`src/rtl/uart_rx_cfg.sv`:
```
// Configurable UART receiver: 2-flop synchroniser, 3-sample majority voting at bit centre,
// optional parity, 1-2 stop bits, valid/ready output holding register with overrun and break pulses.
module uart_rx_cfg #(
    parameter int BAUD_DIV  = 434,
    parameter int DATA_BITS = 8,
    parameter int PARITY    = 0,
    parameter int STOP_BITS = 1
) (
    input  logic       clk,
    input  logic       rst_n,
    input  logic       rx,
    output logic [7:0] data_out,
    output logic       valid,
    input  logic       ready,
    output logic       parity_err,
    output logic       frame_err,
    output logic       overrun,
    output logic       brk
);

    localparam int CNT_W = $clog2(BAUD_DIV);
    localparam int HALF  = BAUD_DIV / 2;
    localparam logic [CNT_W-1:0] SAMP_A   = CNT_W'(HALF - 1);
    localparam logic [CNT_W-1:0] SAMP_B   = CNT_W'(HALF);
    localparam logic [CNT_W-1:0] SAMP_C   = CNT_W'(HALF + 1);
    localparam logic [CNT_W-1:0] BIT_LAST = CNT_W'(BAUD_DIV - 1);
    localparam logic [2:0]       DATA_LAST = 3'(DATA_BITS - 1);
    localparam logic [2:0]       STOP_LAST = 3'(STOP_BITS - 1);
    localparam logic             ODD_PAR   = (PARITY == 2);

    typedef enum logic [2:0] {S_IDLE, S_START, S_DATA, S_PARITY, S_STOP} state_t;

    state_t           state, state_d;
    logic [1:0]       sync;
    logic             rxs;
    logic [CNT_W-1:0] cnt;
    logic [2:0]       bit_idx;
    logic             samp_a, samp_b, bit_val;
    logic             at_sample, bit_end, frame_done;
    logic [7:0]       shreg;
    logic             par_acc, perr_acc, ferr_acc, seen_one, brk_hold;
    logic             is_break, ferr_final;

    // NOTE: sequential state uses non-blocking assignments so every flop samples pre-edge values.
    always_ff @(posedge clk or negedge rst_n) begin
        if (!rst_n) sync <= 2'b11;
        else        sync <= {sync[0], rx};
    end
    assign rxs = sync[1];

    assign at_sample = (cnt == SAMP_C);
    assign bit_end   = (cnt == BIT_LAST);
    assign bit_val   = (samp_a & samp_b) | (samp_a & rxs) | (samp_b & rxs);

    always_ff @(posedge clk or negedge rst_n) begin
        if (!rst_n) state <= S_IDLE;
        else        state <= state_d;
    end

    // NOTE: defaults first so no path through the case leaves a signal unassigned (no latches).
    always_comb begin
        state_d    = state;
        frame_done = 1'b0;
        unique case (state)
            S_IDLE:   if (!brk_hold && !rxs) state_d = S_START;
            S_START: begin
                if (at_sample && bit_val) state_d = S_IDLE;
                else if (bit_end)         state_d = S_DATA;
            end
            S_DATA:   if (bit_end && bit_idx == DATA_LAST) state_d = (PARITY != 0) ? S_PARITY : S_STOP;
            S_PARITY: if (bit_end) state_d = S_STOP;
            S_STOP: begin
                if (at_sample && bit_idx == STOP_LAST) begin
                    state_d    = S_IDLE;
                    frame_done = 1'b1;
                end
            end
            default:  state_d = S_IDLE;
        endcase
    end

    // Bit-relative counter restarts every bit; bit_idx restarts on each state change.
    always_ff @(posedge clk or negedge rst_n) begin
        if (!rst_n) begin
            cnt     <= '0;
            bit_idx <= '0;
            samp_a  <= 1'b1;
            samp_b  <= 1'b1;
        end else begin
            if (cnt == SAMP_A) samp_a <= rxs;
            if (cnt == SAMP_B) samp_b <= rxs;
            if (state == S_IDLE) begin
                cnt     <= '0;
                bit_idx <= '0;
            end else if (bit_end) begin
                cnt     <= '0;
                bit_idx <= (state_d != state) ? 3'd0 : bit_idx + 3'd1;
            end else begin
                cnt <= cnt + 1'b1;
            end
        end
    end

    always_ff @(posedge clk or negedge rst_n) begin
        if (!rst_n) begin
            shreg    <= '0;
            par_acc  <= 1'b0;
            perr_acc <= 1'b0;
            ferr_acc <= 1'b0;
            seen_one <= 1'b0;
        end else if (state == S_IDLE) begin
            shreg    <= '0;
            par_acc  <= 1'b0;
            perr_acc <= 1'b0;
            ferr_acc <= 1'b0;
            seen_one <= 1'b0;
        end else if (at_sample) begin
            unique case (state)
                S_DATA: begin
                    shreg[bit_idx] <= bit_val;
                    par_acc        <= par_acc ^ bit_val;
                    seen_one       <= seen_one | bit_val;
                end
                S_PARITY: begin
                    perr_acc <= par_acc ^ bit_val ^ ODD_PAR;
                    seen_one <= seen_one | bit_val;
                end
                S_STOP: begin
                    ferr_acc <= ferr_acc | ~bit_val;
                    seen_one <= seen_one | bit_val;
                end
                default: ;
            endcase
        end
    end

    // The last stop sample is folded in combinationally so results land the cycle after it.
    assign is_break   = ~(seen_one | bit_val);
    assign ferr_final = ferr_acc | ~bit_val;

    always_ff @(posedge clk or negedge rst_n) begin
        if (!rst_n) begin
            data_out   <= '0;
            valid      <= 1'b0;
            parity_err <= 1'b0;
            frame_err  <= 1'b0;
            overrun    <= 1'b0;
            brk        <= 1'b0;
            brk_hold   <= 1'b0;
        end else begin
            overrun <= 1'b0;
            brk     <= 1'b0;
            if (valid && ready) valid <= 1'b0;
            if (brk_hold && rxs) brk_hold <= 1'b0;
            if (frame_done) begin
                if (is_break) begin
                    brk      <= 1'b1;
                    brk_hold <= 1'b1;
                end else if (!valid || ready) begin
                    data_out   <= shreg;
                    parity_err <= perr_acc;
                    frame_err  <= ferr_final;
                    valid      <= 1'b1;
                end else begin
                    overrun <= 1'b1;
                end
            end
        end
    end

endmodule
```
`config.mk`:
```
export PLATFORM = sky130hd
export DESIGN_NAME = uart_rx_cfg
export DESIGN_NICKNAME = d
export VERILOG_FILES = /design/src/rtl/uart_rx_cfg.sv
export SDC_FILE = /design/constraint.sdc
export NUM_CORES = 1
export LEC_CHECK = 0
export CAP_MARGIN = 20
export CORE_MARGIN = 2
export CORE_UTILIZATION = 45
export CTS_CLUSTER_DIAMETER = 30
export DETAILED_ROUTE_END_ITERATION = 10
export PLACE_DENSITY = 0.63
export SLEW_MARGIN = 10
export SYNTH_ARGS = -nofsm -noshare
export SYNTH_HDL_FRONTEND = slang
export SYNTH_SLANG_ARGS = --single-unit
```
`constraint.sdc`:
```
create_clock -name clk -period 4.3 [get_ports clk]
set_input_delay 0.86 -clock clk [delete_from_list [all_inputs] [get_ports clk]]
set_output_delay 0.86 -clock clk [all_outputs]
set_load 0.005 [all_outputs]
```
==> impl_metrics.csv, run 1 <==
group,metric,value,unit
routing,wl_per_cell,15.0,µm
critical_path,r2r_end,"data_out[0]$_DFFE_PN0P_",
critical_path,path_class,"register to register",
logic_synthesis,async_reset_ff_share,100,%
floorplan,core_area,4820,µm²
routing,vias,1622,
floorplan,start_util,47.3,%
min_path,min_to,"sync[1]$_DFF_PN1_",
clocking,path_clk_slew,0.08,ns
timing,min_period,2.15,ns
cells_and_area,layout_common_cells,"dfrtp_1, clkdlybuf4s50_1, nor2_1, o31ai_1",
critical_path,critPathLaunchType,"register",
clocking,clk_latency,0.31,ns
placed_design,preCtsSetupSlack,1.95,ns
placed_design,port_buffers,16,
timing,max_freq,465,MHz
timing,final-hold-violation-count,0,
logic_synthesis,yosys.area.top_type_share,45.0,%
logic_synthesis,mappedNetlistNets,216,
routing,first_pass_iters,4,
logic_synthesis,yosys_warnings,0,
timing,hold_slack,0.359,ns
timing,report.final.setup_viol,0,
cells_and_area,diodes,0,
power,finalPower,691,µW
clocking,cts_resized,0,
power,powerDensity,269,nW/µm²
logic_synthesis,ys_seq_area_share,49.6,%
routing,viasPerCell,5.63,
routing,ant_nets,0,
clocking,cts_root_buffer,"clkbuf_8",
routing,routed_wl,4.33,mm
cells_and_area,layout_commonest_cell,"dfrtp_1",
global_routing,grt_pass1_vias,1626,
critical_path,cp.required,4.49,ns
critical_path,r2r_cells,5,
power,irDropWorstVdd,0.000116,V
logic_synthesis,syn_inst,205,
timing,finalCritPeriodShare,50.0,%
placed_design,hpwl,3.06,mm
global_routing,grt_overflow,0,
job,maxCapViolCount,0,
logic_synthesis,synth.area.top_cells,"dfrtp_1, mux2_4, dfstp_2, ha_1, o31ai_1",
cells_and_area,final_area,2570,µm²
clocking,cts_max_level,2,
floorplan,die_height,75.2,µm
clocking,clockBufferDepth,2,
power,p_leak,1.09,nW
cells_and_area,nets,231,
floorplan,dieArea,5650,µm²
timing,finalSetupTns,0,ns
cells_and_area,syn_to_final_growth,12.9,%
logic_synthesis,avgSynthCellArea,11.1,µm²
cells_and_area,drive_gt1_share,17.6,%
global_routing,track_usage,17.7,%
floorplan,die_width,75.2,µm
global_routing,grt_max_degree,46,
timing,fin_worst_skew,0.0104,ns
timing,slew_headroom,54.1,%
placed_design,gp_congestion,0.843,
logic_synthesis,yosysUniqueCellTypes,43,
critical_path,cp-end-kind,"register",
min_path,worstHoldStart,"sync[0]$_DFF_PN1_",
placed_design,postPlaceCellArea,2460,µm²
logic_synthesis,ys.flop_type,"dfrtp_1",
critical_path,crit_fanout,14,
cells_and_area,fin_util,53.4,%
status,status,"finished clean",
cells_and_area,finalNonFillerCells,288,
placed_design,dp.cells,279,
min_path,hp-class,"register to register",
min_path,hold_depth,0,
clocking,cts.hold.buffers_added,0,
routing,drcViolationCount,0,
clocking,cts_buffers,5,
logic_synthesis,ys_ff_latch,45,
clocking,cts.sinks,45,
critical_path,rr_startpoint,"state[0]$_DFF_PN0_",
global_routing,grt_pass1_wl,7.50,mm
floorplan,ios,17,
logic_synthesis,netlist.top_cell.by_area,"dfrtp_1",
clocking,post_cts_buffers,0,
clocking,cts_tree,"built",
logic_synthesis,synth_area,2280,µm²
routing,detailedRoute.firstIterationViolations,92,
timing,slew_violations,0,
critical_path,cp.arrival,2.34,ns
timing,worst_slack,2.15,ns
logic_synthesis,synth_edf_count,0,
floorplan,rows,25,
critical_path,regToRegSetupSlack,2.15,ns
timing,rsz0062_at_grt,"false",
timing,worst_slew_pin_slew,0.685,ns
global_routing,antenna_found_initial,0,
[worst max path at each step]
| stage | from | end | slack, ns | cells past startpoint |
|---|---|---|---|---|
| floorplan | bit_idx[0]$_DFFE_PN0P_ | data_out[0]$_DFFE_PN0P_ | 2.42 | 7 |
| global placement | ready | data_out[1]$_DFFE_PN0P_ | 1.99 | 5 |
| detailed placement | ready | data_out[7]$_DFFE_PN0P_ | 1.95 | 5 |
| CTS | state[0]$_DFF_PN0_ | data_out[0]$_DFFE_PN0P_ | 2.17 | 5 |
| global route | state[0]$_DFF_PN0_ | data_out[2]$_DFFE_PN0P_ | 1.97 | 5 |
| finish | state[0]$_DFF_PN0_ | data_out[0]$_DFFE_PN0P_ | 2.15 | 5 |
[cells by family after synthesis]
group                      Yosys count  share of synthesized area [%]
buffers and inverters               19                           4.23
adders and majority gates            8                           4.45
and+or+nand+nor                     67                           17.6
DFF                                 45                           49.6
xor gates and xnor gates             8                           3.08
muxes                               14                           8.51
AOI/OAI and AO/OA                   44                           12.5
[area by class of cell]
type	instances	area, µm²
fill	445	2240
clock inverter	2	10.0
sequential	45	1130
timing repair buffer	18	190
inverter	9	33.8
tap	67	83.8
clock buffer	6	72.6
multi-input combinational	141	1050
[synthesized netlist by cell type, drive strengths merged, types with 2 or more instances]
library cell,count
and3,2
xor2,6
or4,2
a21oi,8
ha,7
and2b,3
dfstp,4
nand2,8
a31oi,8
nand4,7
nand2b,4
nor3b,2
nor2,14
o31ai,11
o21ai,10
buf,2
mux2,13
clkbuf,8
inv,9
o41ai,2
xnor2,2
dfrtp,41
a22o,2
or2,2
nor3,5
nor2b,3
nand3,9
[power by group]
part           internal [mW]  switching, mW
Clock                  0.113          0.140
Combinational        0.00473        0.00869
Sequential             0.425        0.00105
Total                  0.542          0.149
[metal layers]
layer,wire [µm],global-route usage [%],vias up
met5,0,0,-
met4,74,7.21,0
met3,126,4.15,5
met2,2160,29.1,25
met1,1970,22.4,819
li1,-,-,773
[critical path: stages, from the launching register on]
cell	delay [ns]
dfrtp_1	0.53
nor2_1	0.49
nand2_1	0.15
nor4b_2	0.29
buf_4	0.26
mux2_4	0.32
[state kept, by name, indices dropped and copies added, names as in the netlist, 2 cells and up]
register / flops
sync: 2
data_out: 8
shreg: 8
bit_idx: 3
state: 3
cnt: 9
(Power assumes the default switching activity.)
==> inputs of run 2 (changes only) <==
clock period = 2.2 ns   (was 4.3 ns; I/O delays follow)
==> run 2 against run 1 <==
Effect of this change:
- non-clock buffer count is 10 higher
- clock-buffer cell count up 1
- critical path type unchanged
- combinational power grew 69%
- sequential share of layout area is 1.5 points lower
- core utilization up 1.8 points
- critical path depth up 2
- maximum frequency rose by 13%
- critical endpoint is now data_out[5]$_DFFE_PN0P_
- register-to-register slack got worse by 1.8 ns
- first-iteration DRC count is the same
- sequential power rose by 95%
- hold slack got worse by 0.16 ns
- via count is 1.9% lower
==> impl_metrics.csv, run 2 (synthesis results as in run 1) <==
group,metric,value,unit
cells_and_area,drive_gt1_share,21.2,%
cells_and_area,finalNonFillerCells,298,
power,powerDensity,560,nW/µm²
routing,routed_wl,4.30,mm
global_routing,grt_pass1_vias,1609,
routing,ant_nets,0,
clocking,post_cts_buffers,0,
timing,final-hold-violation-count,0,
floorplan,start_util,47.3,%
placed_design,dp.cells,290,
clocking,cts.sinks,45,
critical_path,cp.required,2.39,ns
cells_and_area,diodes,0,
critical_path,regToRegSetupSlack,0.30,ns
global_routing,track_usage,17.6,%
timing,fin_worst_skew,0.00709,ns
global_routing,grt_pass1_wl,7.41,mm
floorplan,rows,25,
floorplan,ios,17,
timing,report.final.setup_viol,0,
cells_and_area,regMostFlops,"cnt",
cells_and_area,layout_common_cells,"dfrtp_1, clkdlybuf4s50_1, nor2_1, buf_4, o31ai_1",
floorplan,dieArea,5650,µm²
timing,worst_slew_pin_slew,0.768,ns
critical_path,path_class,"register to register",
status,status,"finished clean",
floorplan,die_width,75.2,µm
clocking,clk_latency,0.30,ns
critical_path,crit_end,"data_out[5]$_DFFE_PN0P_",
clocking,cts_tree,"built",
job,maxCapViolCount,0,
routing,vias,1591,
clocking,cts_buffers,5,
cells_and_area,nets,241,
critical_path,r2r_cells,7,
critical_path,r2r_end,"data_out[5]$_DFFE_PN0P_",
timing,slew_violations,0,
clocking,cts_root_buffer,"clkbuf_8",
critical_path,cp.arrival,2.09,ns
power,p_leak,1.15,nW
power,finalPower,1.49,mW
cells_and_area,layout_commonest_cell,"dfrtp_1",
clocking,path_clk_slew,0.08,ns
clocking,cts_max_level,2,
placed_design,postPlaceCellArea,2540,µm²
power,irDropWorstVdd,0.000339,V
routing,wl_per_cell,14.4,µm
critical_path,rr_startpoint,"bit_idx[1]$_DFFE_PN0P_",
timing,finalSetupTns,0,ns
min_path,hp-class,"input pin to asynchronous set/reset pin",
clocking,cts.hold.buffers_added,0,
timing,slew_headroom,48.8,%
clocking,clockBufferDepth,2,
timing,min_period,1.90,ns
placed_design,hpwl,3.18,mm
cells_and_area,final_area,2660,µm²
critical_path,critPathLaunchType,"register",
routing,detailedRoute.firstIterationViolations,92,
global_routing,antenna_found_initial,0,
critical_path,cp-end-kind,"register",
floorplan,die_height,75.2,µm
floorplan,core_area,4820,µm²
timing,rsz0062_at_grt,"false",
cells_and_area,largest_register_ffs,9,
routing,first_pass_iters,4,
cells_and_area,syn_to_final_growth,16.8,%
clocking,cts_resized,0,
critical_path,crit_fanout,10,
global_routing,grt_overflow,0,
cells_and_area,top_regs,"cnt: 9 flops, data_out: 8 flops, shreg: 8 flops",
global_routing,grt_max_degree,37,
timing,finalCritPeriodShare,86.3,%
routing,drcViolationCount,0,
critical_path,cp-startpoint,"bit_idx[1]$_DFFE_PN0P_",
routing,viasPerCell,5.34,
placed_design,gp_congestion,0.842,
timing,max_freq,527,MHz
placed_design,port_buffers,16,
-- run 2: cell types whose count changed in the layout (fill, tap and decap cells not counted), sizes merged --
cell / delta
buf: +10
clkinv: -2
bufinv: +1
clkbuf: +1
-- run 2: worst min-delay path by stage --
| stage | end | startpoint | slack [ns] | depth (start not counted) |
|---|---|---|---|---|
| after floorplan | bit_idx[0]$_DFFE_PN0P_ | rst_n | 0.14 | 0 |
| after global placement | sync[1]$_DFF_PN1_ | sync[0]$_DFF_PN1_ | 0.35 | 0 |
| after detailed placement | sync[1]$_DFF_PN1_ | sync[0]$_DFF_PN1_ | 0.35 | 0 |
| after CTS | perr_acc$_DFFE_PN0P_ | rst_n | 0.24 | 1 |
| after global routing | data_out[0]$_DFFE_PN0P_ | rst_n | 0.27 | 1 |
| final | data_out[0]$_DFFE_PN0P_ | rst_n | 0.20 | 1 |
-- run 2: critical path, cell delays in order, from the launching register on --
cell and delay (ns):
dfrtp_1 0.38, inv_1 0.11, ha_1 0.16, and2b_2 0.17, nand4_4 0.12, nor4b_2 0.27
buf_4 0.26, mux2_4 0.31
-- run 2: routing by layer --
| layer | track usage (%) | up-vias | part of all wire (%) |
|---|---|---|---|
| met5 | 0 | - | 0 |
| met4 | 8.19 | 0 | 1.8 |
| met3 | 4.69 | 6 | 3.0 |
| met2 | 28.8 | 25 | 50 |
| met1 | 21.9 | 774 | 45 |
| li1 | - | 786 | - |
-- run 2: final cells by class --
class	instances	area [µm²]
clock buffers	7	86.3
clock inverters	1	30.0
fillers	427	2160
inverters	9	33.8
multi-input cells	141	1050
flip-flops and latches	45	1130
well taps	67	83.8
repair buffers	28	245
-- run 2: where the power goes --
group	leakage (nW)	switching, mW	internal, mW
Sequential	0.600	0.00179	0.830
Combinational	0.488	0.0160	0.00658
Clock	0.0585	0.265	0.370
Total	1.15	0.283	1.21
-- run 2: through the flow --
step                      hold slack [ns]  setup WS, ns  util [%]
after global routing                0.269         0.111      55.2
after detailed placement            0.349         0.295      52.8
after CTS                           0.240         0.277      55.2
after global placement              0.346         0.307      52.8
after floorplan                     0.144         0.315         -
final                               0.204         0.302      55.2
